==> config.mk <==
export PLATFORM = sky130hd
export DESIGN_NAME = mem_arbiter_flat
export DESIGN_NICKNAME = d
export VERILOG_FILES = /design/src/rtl/mem_pkg.sv /design/src/rtl/mem_arbiter_if.sv /design/src/rtl/mem_arbiter_rr_arb2.sv /design/src/rtl/mem_arbiter.sv /design/src/flat_wrapper.sv
export SDC_FILE = /design/constraint.sdc
export NUM_CORES = 1
export LEC_CHECK = 0
export ABC_AREA = 1
export BUFFER_PORTS_ARGS = -buffer_cell sky130_fd_sc_hd__buf_2
export CAP_MARGIN = 20
export CORE_MARGIN = 2
export CORE_UTILIZATION = 40
export DETAILED_ROUTE_END_ITERATION = 8
export PLACE_DENSITY = 0.7
export SETUP_SLACK_MARGIN = 0.05
export SLEW_MARGIN = 20
export SYNTH_ARGS = -nofsm -noshare
export SYNTH_HDL_FRONTEND = slang
export SYNTH_HIERARCHICAL = 1
export SYNTH_SLANG_ARGS = --single-unit
==> constraint.sdc <==
create_clock -name clk -period 2.1 [get_ports clk]
set_input_delay 0.525 -clock clk [delete_from_list [all_inputs] [get_ports clk]]
set_output_delay 0.525 -clock clk [all_outputs]
set_load 0.01 [all_outputs]
==> src/rtl/mem_pkg.sv <==
// Shared definitions for the two-requester memory arbiter: default widths,
// FSM state encoding and requester IDs.
package mem_pkg;

  localparam int unsigned AW_DEFAULT = 12;
  localparam int unsigned DW_DEFAULT = 8;

  localparam logic [1:0] StIdle   = 2'd0;
  localparam logic [1:0] StCmd    = 2'd1;
  localparam logic [1:0] StRdwait = 2'd2;
  localparam logic [1:0] StRdcap  = 2'd3;

  localparam logic REQ_A = 1'b0;
  localparam logic REQ_B = 1'b1;

endpackage

==> src/rtl/mem_arbiter_if.sv <==
// Requester and memory-side bundle for mem_arbiter; slave is the arbiter's
// view, master is the view of whatever drives requests and models the memory.
interface mem_arbiter_if
  import mem_pkg::*;
#(
  parameter int unsigned AW = AW_DEFAULT,
  parameter int unsigned DW = DW_DEFAULT
);
  logic          req_a, req_b;
  logic          we_a, we_b;
  logic [AW-1:0] addr_a, addr_b;
  logic [DW-1:0] wdata_a, wdata_b;
  logic          gnt_a, gnt_b;
  logic          rvalid_a, rvalid_b;
  logic [DW-1:0] rdata_a, rdata_b;
  logic          cen, rd, wr;
  logic [AW-1:0] add;
  logic [DW-1:0] din;
  logic [DW-1:0] dout;
  logic          busy;

  modport slave (
    input  req_a, req_b, we_a, we_b, addr_a, addr_b, wdata_a, wdata_b, dout,
    output gnt_a, gnt_b, rvalid_a, rvalid_b, rdata_a, rdata_b, cen, rd, wr, add, din, busy
  );

  modport master (
    output req_a, req_b, we_a, we_b, addr_a, addr_b, wdata_a, wdata_b, dout,
    input  gnt_a, gnt_b, rvalid_a, rvalid_b, rdata_a, rdata_b, cen, rd, wr, add, din, busy
  );
endinterface

==> src/rtl/mem_arbiter_rr_arb2.sv <==
// Two-way round-robin pick: a sole requester wins, a tie goes to the side
// not granted last. The pointer moves only when the caller commits a grant.
module rr_arb2
  import mem_pkg::*;
(
  input  logic clk,
  input  logic rst,
  input  logic i_req_a,
  input  logic i_req_b,
  input  logic i_update,
  output logic o_win,
  output logic o_any
);
  logic r_last;

  always_comb begin
    o_any = i_req_a | i_req_b;
    if (i_req_a && i_req_b) begin
      o_win = (r_last == REQ_A) ? REQ_B : REQ_A;
    end else begin
      o_win = i_req_b ? REQ_B : REQ_A;
    end
  end

  always_ff @(posedge clk or posedge rst) begin
    if (rst) begin
      r_last <= REQ_B;
    end else if (i_update) begin
      r_last <= o_win;
    end
  end
endmodule

==> src/rtl/mem_arbiter.sv <==
// Arbitrates two requesters onto a single-port synchronous memory; every
// output is registered from next-state values so it lines up with the FSM.
module mem_arbiter
  import mem_pkg::*;
#(
  parameter int unsigned AW = AW_DEFAULT,
  parameter int unsigned DW = DW_DEFAULT
)
(
  input logic          clk,
  input logic          rst,
  mem_arbiter_if.slave bus
);
  logic [1:0]    r_state, w_state_d;
  logic          r_we, r_id;
  logic          w_win, w_any, w_enter;
  logic          w_we_sel;
  logic [AW-1:0] w_addr_sel;
  logic [DW-1:0] w_wdata_sel;

  logic          r_cen, r_rd, r_wr, r_busy;
  logic          r_gnt_a, r_gnt_b, r_rvalid_a, r_rvalid_b;
  logic [AW-1:0] r_add;
  logic [DW-1:0] r_din, r_rdata_a, r_rdata_b;

  rr_arb2 u_rr_arb2 (
    .clk      (clk),
    .rst      (rst),
    .i_req_a  (bus.req_a),
    .i_req_b  (bus.req_b),
    .i_update (w_enter),
    .o_win    (w_win),
    .o_any    (w_any)
  );

  always_comb begin
    w_we_sel    = (w_win == REQ_B) ? bus.we_b    : bus.we_a;
    w_addr_sel  = (w_win == REQ_B) ? bus.addr_b  : bus.addr_a;
    w_wdata_sel = (w_win == REQ_B) ? bus.wdata_b : bus.wdata_a;
    w_state_d   = r_state;
    w_enter     = 1'b0;
    case (r_state)
      StIdle: begin
        if (w_any) begin
          w_state_d = StCmd;
          w_enter   = 1'b1;
        end
      end
      StCmd:    w_state_d = r_we ? StIdle : StRdwait;
      StRdwait: w_state_d = StRdcap;
      StRdcap:  w_state_d = StIdle;
      default:  w_state_d = StIdle;
    endcase
  end

  always_ff @(posedge clk or posedge rst) begin
    if (rst) begin
      r_state    <= StIdle;
      r_we       <= 1'b0;
      r_id       <= REQ_A;
      r_cen      <= 1'b1;
      r_rd       <= 1'b0;
      r_wr       <= 1'b0;
      r_busy     <= 1'b0;
      r_gnt_a    <= 1'b0;
      r_gnt_b    <= 1'b0;
      r_rvalid_a <= 1'b0;
      r_rvalid_b <= 1'b0;
      r_add      <= '0;
      r_din      <= '0;
      r_rdata_a  <= '0;
      r_rdata_b  <= '0;
    end else begin
      r_state    <= w_state_d;
      r_busy     <= (w_state_d != StIdle);
      r_cen      <= ~w_enter;
      r_rd       <= w_enter & ~w_we_sel;
      r_wr       <= w_enter & w_we_sel;
      r_gnt_a    <= w_enter & (w_win == REQ_A);
      r_gnt_b    <= w_enter & (w_win == REQ_B);
      r_rvalid_a <= (r_state == StRdwait) && (r_id == REQ_A);
      r_rvalid_b <= (r_state == StRdwait) && (r_id == REQ_B);
      // The registered address/data double as the captured command.
      if (w_enter) begin
        r_we  <= w_we_sel;
        r_id  <= w_win;
        r_add <= w_addr_sel;
        r_din <= w_wdata_sel;
      end
      if (r_state == StRdwait) begin
        if (r_id == REQ_A) begin
          r_rdata_a <= bus.dout;
        end else begin
          r_rdata_b <= bus.dout;
        end
      end
    end
  end

  assign bus.cen      = r_cen;
  assign bus.rd       = r_rd;
  assign bus.wr       = r_wr;
  assign bus.add      = r_add;
  assign bus.din      = r_din;
  assign bus.busy     = r_busy;
  assign bus.gnt_a    = r_gnt_a;
  assign bus.gnt_b    = r_gnt_b;
  assign bus.rvalid_a = r_rvalid_a;
  assign bus.rvalid_b = r_rvalid_b;
  assign bus.rdata_a  = r_rdata_a;
  assign bus.rdata_b  = r_rdata_b;
endmodule
==> src/flat_wrapper.sv <==
// flat-port wrapper written by rule: the top's interface ports become plain ports
module mem_arbiter_flat import mem_pkg::*;
#(
  parameter int unsigned AW = AW_DEFAULT,
  parameter int unsigned DW = DW_DEFAULT
)
  (clk, rst, bus_req_a, bus_req_b, bus_we_a, bus_we_b, bus_addr_a, bus_addr_b, bus_wdata_a, bus_wdata_b, bus_dout, bus_gnt_a, bus_gnt_b, bus_rvalid_a, bus_rvalid_b, bus_rdata_a, bus_rdata_b, bus_cen, bus_rd, bus_wr, bus_add, bus_din, bus_busy);
  mem_arbiter_if #(.AW(AW), .DW(DW)) bus_i ();
  input logic clk;
  input logic rst;
  input wire logic [$bits(bus_i.req_a)-1:0] bus_req_a;
  input wire logic [$bits(bus_i.req_b)-1:0] bus_req_b;
  input wire logic [$bits(bus_i.we_a)-1:0] bus_we_a;
  input wire logic [$bits(bus_i.we_b)-1:0] bus_we_b;
  input wire logic [$bits(bus_i.addr_a)-1:0] bus_addr_a;
  input wire logic [$bits(bus_i.addr_b)-1:0] bus_addr_b;
  input wire logic [$bits(bus_i.wdata_a)-1:0] bus_wdata_a;
  input wire logic [$bits(bus_i.wdata_b)-1:0] bus_wdata_b;
  input wire logic [$bits(bus_i.dout)-1:0] bus_dout;
  output wire logic [$bits(bus_i.gnt_a)-1:0] bus_gnt_a;
  output wire logic [$bits(bus_i.gnt_b)-1:0] bus_gnt_b;
  output wire logic [$bits(bus_i.rvalid_a)-1:0] bus_rvalid_a;
  output wire logic [$bits(bus_i.rvalid_b)-1:0] bus_rvalid_b;
  output wire logic [$bits(bus_i.rdata_a)-1:0] bus_rdata_a;
  output wire logic [$bits(bus_i.rdata_b)-1:0] bus_rdata_b;
  output wire logic [$bits(bus_i.cen)-1:0] bus_cen;
  output wire logic [$bits(bus_i.rd)-1:0] bus_rd;
  output wire logic [$bits(bus_i.wr)-1:0] bus_wr;
  output wire logic [$bits(bus_i.add)-1:0] bus_add;
  output wire logic [$bits(bus_i.din)-1:0] bus_din;
  output wire logic [$bits(bus_i.busy)-1:0] bus_busy;
  assign bus_i.req_a = bus_req_a;
  assign bus_i.req_b = bus_req_b;
  assign bus_i.we_a = bus_we_a;
  assign bus_i.we_b = bus_we_b;
  assign bus_i.addr_a = bus_addr_a;
  assign bus_i.addr_b = bus_addr_b;
  assign bus_i.wdata_a = bus_wdata_a;
  assign bus_i.wdata_b = bus_wdata_b;
  assign bus_i.dout = bus_dout;
  assign bus_gnt_a = bus_i.gnt_a;
  assign bus_gnt_b = bus_i.gnt_b;
  assign bus_rvalid_a = bus_i.rvalid_a;
  assign bus_rvalid_b = bus_i.rvalid_b;
  assign bus_rdata_a = bus_i.rdata_a;
  assign bus_rdata_b = bus_i.rdata_b;
  assign bus_cen = bus_i.cen;
  assign bus_rd = bus_i.rd;
  assign bus_wr = bus_i.wr;
  assign bus_add = bus_i.add;
  assign bus_din = bus_i.din;
  assign bus_busy = bus_i.busy;
  mem_arbiter #(.AW(AW), .DW(DW)) u_core (.clk(clk), .rst(rst), .bus(bus_i));
endmodule
==> Yosys cells after proc, flatten, opt, wreduce, memory -nomap -nowiden <==
Index checks and enable logic that the tools add are counted.
W data, S select, Z words.
{ "word_totals": {"regBits": 49, "out_inout_bits": 44, "wordCells": 46} }
{ "classes": {"n_eq_ne": 3, "muxes": 11, "bitwise_logic": 9, "n_reduce_logical": 7} }
{ "op_table": {"columns": ["op", "count"], "rows": [
  ["$mux W12", 1],
  ["$mux W8", 1],
  ["$pmux W2 S4", 1],
  ["$mux W1", 6],
  ["$and A1 B1 Y1", 4],
  ["$eq A2 B2 Y1 const B", 2],
  ["$mux W2", 2],
  ["$not A1 Y1", 4],
  ["$reduce_and A2 Y1", 2],
  ["$logic_and A1 B1 Y1", 3],
  ["$eq A2 B1 Y1 const B", 1],
  ["$logic_not A2 Y1", 1],
  ["$reduce_bool A2 Y1", 1],
  ["$or A1 B1 Y1", 1]
]} }

==> Depth between registers and ports, before layout <==
{ "logic_depth": {"ltp_word": 5, "ltp_mapped": 7} }

==> Modules after synthesis <==
The synthesis kept the hierarchy.
{ "modules_own_cells": {"columns": ["module", "instances", "cells_per_inst", "area_each_um2", "seq_area_each_um2"], "rows": [
  ["mem_arbiter", 1, 255, 2049.5, 1202.4],
  ["rr_arb2", 1, 9, 63.8, 26.3]
]} }

==> Least setup slack after synthesis <==
Ideal clock, no wire load.
{ "synth_timing": {"path_kind": "input-to-reg", "startpoint": "input bus_req_b", "endpoint": "register u_core.r_add[0] (netlist: u_core/bus.add[0])", "setup_time_ns": 0.116, "arrival_time_ns": 1.254, "slack_ns": 0.729, "path_stages": 7, "cell_sequence": "a21boi_1 inv_1 buf_2 nand2_1 nand2_1 nand2_1 nand2_1"} }
{ "synth_via": {"elab_chain_cells": 3, "word_cells_on_any_way": 7, "classes_between": "mux: 5; bitwise: 1; reduce/logical: 1"} }
{ "synth_rtl": {"columns": ["item", "line", "text"], "rows": [
  ["start: declaration", "flat_wrapper.sv:12", "input wire logic [$bits(bus_i.req_b)-1:0] bus_req_b;"],
  ["$mux W1 (tied with other cells)", "mem_arbiter_rr_arb2.sv:21", "o_win = i_req_b ? REQ_B : REQ_A;"],
  ["$mux W1, on equally long branches", "mem_arbiter_rr_arb2.sv:18, mem_arbiter.sv:44", null],
  ["$mux W12 / $mux W1 (equally long branches)", "mem_arbiter.sv:38, mem_arbiter.sv:42", null],
  ["end signal: assignment", "mem_arbiter.sv:87", "r_add <= w_addr_sel;"],
  ["end: declaration", "mem_arbiter.sv:23", "logic [AW-1:0] r_add;"]
]} }
Parallel ways exist; a longest one is shown, timed or not.
A chain may end at the register's enable or synchronous reset.

==> Worst setup path in the final report <==
{ "layout_timing": {"startpoint": "register u_core.u_rr_arb2.r_last", "endpoint": "register u_core.r_we"} }
{ "layout_via": {"elab_chain_cells": 3} }
{ "layout_rtl": {"columns": ["item", "line", "text"], "rows": [
  ["start: declaration", "mem_arbiter_rr_arb2.sv:14", "logic r_last;"],
  ["start signal: assignment", "mem_arbiter_rr_arb2.sv:29", "r_last <= o_win;"],
  ["$mux W1", "mem_arbiter_rr_arb2.sv:19", "o_win = (r_last == REQ_A) ? REQ_B : REQ_A;"],
  ["$mux W1", "mem_arbiter_rr_arb2.sv:18", "if (i_req_a && i_req_b) begin"],
  ["named net u_core.w_win", "mem_arbiter.sv:16", "logic w_win, w_any, w_enter;"],
  ["$mux W1", "mem_arbiter.sv:37", "w_we_sel = (w_win == REQ_B) ? bus.we_b : bus.we_a;"],
  ["end signal: assignment", "mem_arbiter.sv:85", "r_we <= w_we_sel;"],
  ["end: declaration", "mem_arbiter.sv:15", "logic r_we, r_id;"]
]} }
The timed path passes the listed nets, and every way through them passes these cells.

==> flow_summary.yaml <==
timing:
  slew_headroom_pct: 59.3
  slew_viol_final: 0
  tightest_slew_ns: 0.610
  fin_tns_setup_ns: 0
  hold_violations: 0
  fin_crit_sh_pct: 71.6
  hold-worst-slack_ns: 0.239
  clock_skew_ns: 0.00270
  setup-violations-final: 0
  fmax_ghz: 0.665
  finalCriticalPeriod_ns: 1.50
  rsz0062_at_grt: "no"
synth:
  yosys_register_bits: 49
  ys_warn_count: 6
  synth-edff-count: 0
  synthArstFlopShare_pct: 100
  ys_top_cells_by_area: "dfrtp_1, nand2_1, dfstp_2"
  synth_top_area_share_pct: 55.7
  syn_avg_cell_area_um2: 8.00
  synth_top_area_cell: "dfrtp_1"
  synth_ff_type: "dfrtp_1"
  yosysUniqueCellTypes: 17
  syn_inst: 264
  syn_area_um2: 2110
  synthMostInstantiatedCell: "nand2_1"
  synth-seq-area-share_pct: 58.1
  synthTopCellsByCount: "nand2_1, dfrtp_1, inv_1, buf_2"
  syn_nets: 318
clock_tree:
  cts_sinks: 49
  cts_buffer_depth: 2
  hold_buffers: 0
  cts_buffers: 5
  ctsResizeCount: 0
  root_buffer: "clkbuf_8"
  cts_tree: "yes"
  path_clk_slew_ns: 0.08
  clk-insertion-delay-late_ns: 0.29
  cts_max_level: 2
  cts_setup_buffers: 0
worst_setup_path:
  critical-path-max-stage-delay_ns: 0.56
  crit_chain: "a21boi_2, inv_1, nand2_1, nand2_1, nand2_1, nand2_1"
  slowest_stage: "dfstp_2"
  critPathCaptureType: "flop"
  cp_max_fo: 21
  critPathLaunchType: "flop"
  critPathMostFrequentCell: "nand2_1"
  cp.arrival_ns: 1.73
  critPathKind: "reg -> reg"
  worst-endpoint-required_ns: 2.33
power:
  p_int_mw: 2.21
  p_sw_mw: 1.45
  clkPwrFrac_pct: 14.1
  combPwrFrac_pct: 41.7
  seqPwrFrac_pct: 44.2
  irDropWorstVdd_mv: 0.416
  p_per_area_nw_per_um2: 1330
  leakagePower_nw: 1.69
  swShare_pct: 39.6
flow_run:
  cap_violations: 0
global_route:
  grt_pass1_vias: 1779
  grt_first_pass_wirelength_um: 7840
  grt.total_usage_pct: 16.5
  antenna_found_initial: 0
  overflow: 0
  grt_max_degree: 49
floorplanning:
  die_h_um: 76.7
  die_w_um: 76.7
  core-area_um2: 5110
  die_area_um2: 5880
  initial_core_util_pct: 41.4
  std_cell_rows: 26
  io_pins: 98
cells_and_area:
  postLayoutCoreUtil_pct: 53.7
  fin_cells: 433
  diodes: 0
  layout-drive-gt1-share_pct: 32.0
  area_delta_synth_final_pct: 29.8
  nNetsFinal: 416
place:
  globalplace.congestion: 0.764
  dpl.hpwl_um: 3310
  port_buffers: 97
  place_inst: 425
detailed_routing:
  vias: 1923
  wirelength_um: 4610
  drtIter0Drc: 110
  drc: 0
  wl_per_cell_um: 10.6
  vias_per_cell: 4.44
  postRouteAntennaNets: 0
  dr.pass1.iters: 4
run_status:
  outcome: "completed"
hold_path:
  worstHoldPathType: "in -> async"
through the flow:
step	worst slack (ns)	power, mW	cell area, um2
floorplan	0.432	2.61	2110
global placement	0.424	3.15	2660
detailed placement	0.389	3.20	2660
CTS	0.563	3.73	2740
global route	0.419	3.99	2740
finish	0.596	3.66	2740
critical path, delay by kind of cell (launching register included):
kind / cells / cell delay [ns]
flops: 1 / 0.56
simple gates: 4 / 0.37
compound gates: 1 / 0.06
buf+inv: 1 / 0.45
kinds of logic (layout without fill, tap and decap cells):
family | Yosys count | after routing | share of synthesized area [%]
compound gates | 1 | 1 | 0.355
simple gates | 196 | 196 | 37.0
flops | 49 | 49 | 58.1
buf+inv | 18 | 117 | 4.50
cell type report:
cell class	instances	area, um2
multi-input combinational	197	793
inverter	10	37.5
clock inverter	1	7.51
tap	70	87.6
fill	528	2360
clock buffer	7	76.3
sequential	49	1230
timing repair buffer	99	513
path summary, 6_finish.rpt:
check / startpoint / endpoint / slack [ns] / cells past startpoint
setup / recovery: u_core/u_rr_arb2/r_last$_DFFE_PP1P_ / u_core/r_we$_DFFE_PP0P_ / 0.60 / 6
hold / removal: rst / u_core/u_rr_arb2/r_last$_DFFE_PP1P_ / 0.24 / 2
setup reg to reg: u_core/u_rr_arb2/r_last$_DFFE_PP1P_ / u_core/r_we$_DFFE_PP0P_ / 0.60 / 6
hold reg to reg: u_core/bus.rdata_b[4]$_DFFE_PP0P_ / u_core/bus.rdata_b[4]$_DFFE_PP0P_ / 0.48 / 2
max in group asynchronous: rst / u_core/bus.cen$_DFF_PP1_ / 1.55 / 3
min in group clk: bus_dout[5] / u_core/bus.rdata_b[5]$_DFFE_PP0P_ / 0.44 / 3
registers in the layout (all words and copies together), names as in the netlist:
| register | count |
|---|---|
| u_core/bus.cen | 1 |
| u_core/bus.rvalid_a | 1 |
| u_core/u_rr_arb2/r_last | 1 |
| u_core/bus.gnt_a | 1 |
| u_core/bus.gnt_b | 1 |
| u_core/bus.rdata_b | 8 |
| u_core/bus.rvalid_b | 1 |
| u_core/bus.rd | 1 |
| u_core/bus.din | 8 |
| u_core/r_state | 2 |
| u_core/r_we | 1 |
| u_core/r_id | 1 |
| u_core/bus.wr | 1 |
| u_core/bus.add | 12 |
| u_core/bus.busy | 1 |
| u_core/bus.rdata_a | 8 |
cell usage in the layout, fill, tap and decap left out, drive strengths merged, types with 2 or more instances in the layout:
master | synthesis | routed
inv | 10 | 10
clkbuf | 0 | 7
nor2 | 5 | 5
nand3 | 4 | 4
nand2 | 184 | 184
buf | 8 | 99
dfrtp | 47 | 47
dfstp | 2 | 2
per-layer routing:
metal | wire (um) | track usage, % | part of all wire, %
met1 | 2080 | 20.0 | 45
met2 | 2190 | 28.5 | 47
met3 | 317 | 4.82 | 6.9
met4 | 23 | 4.36 | 0.50
met5 | 0 | 0 | 0
power by group through the flow:
stage | logic (mW) | clock network (mW) | registers [mW]
CTS | 1.56 | 0.545 | 1.62
detailed placement | 1.56 | 0 | 1.63
floorplan | 0.799 | 0 | 1.81
global placement | 1.52 | 0 | 1.63
finish | 1.52 | 0.515 | 1.62
global route | 1.73 | 0.581 | 1.68
Power figures use the tool's default switching activity.
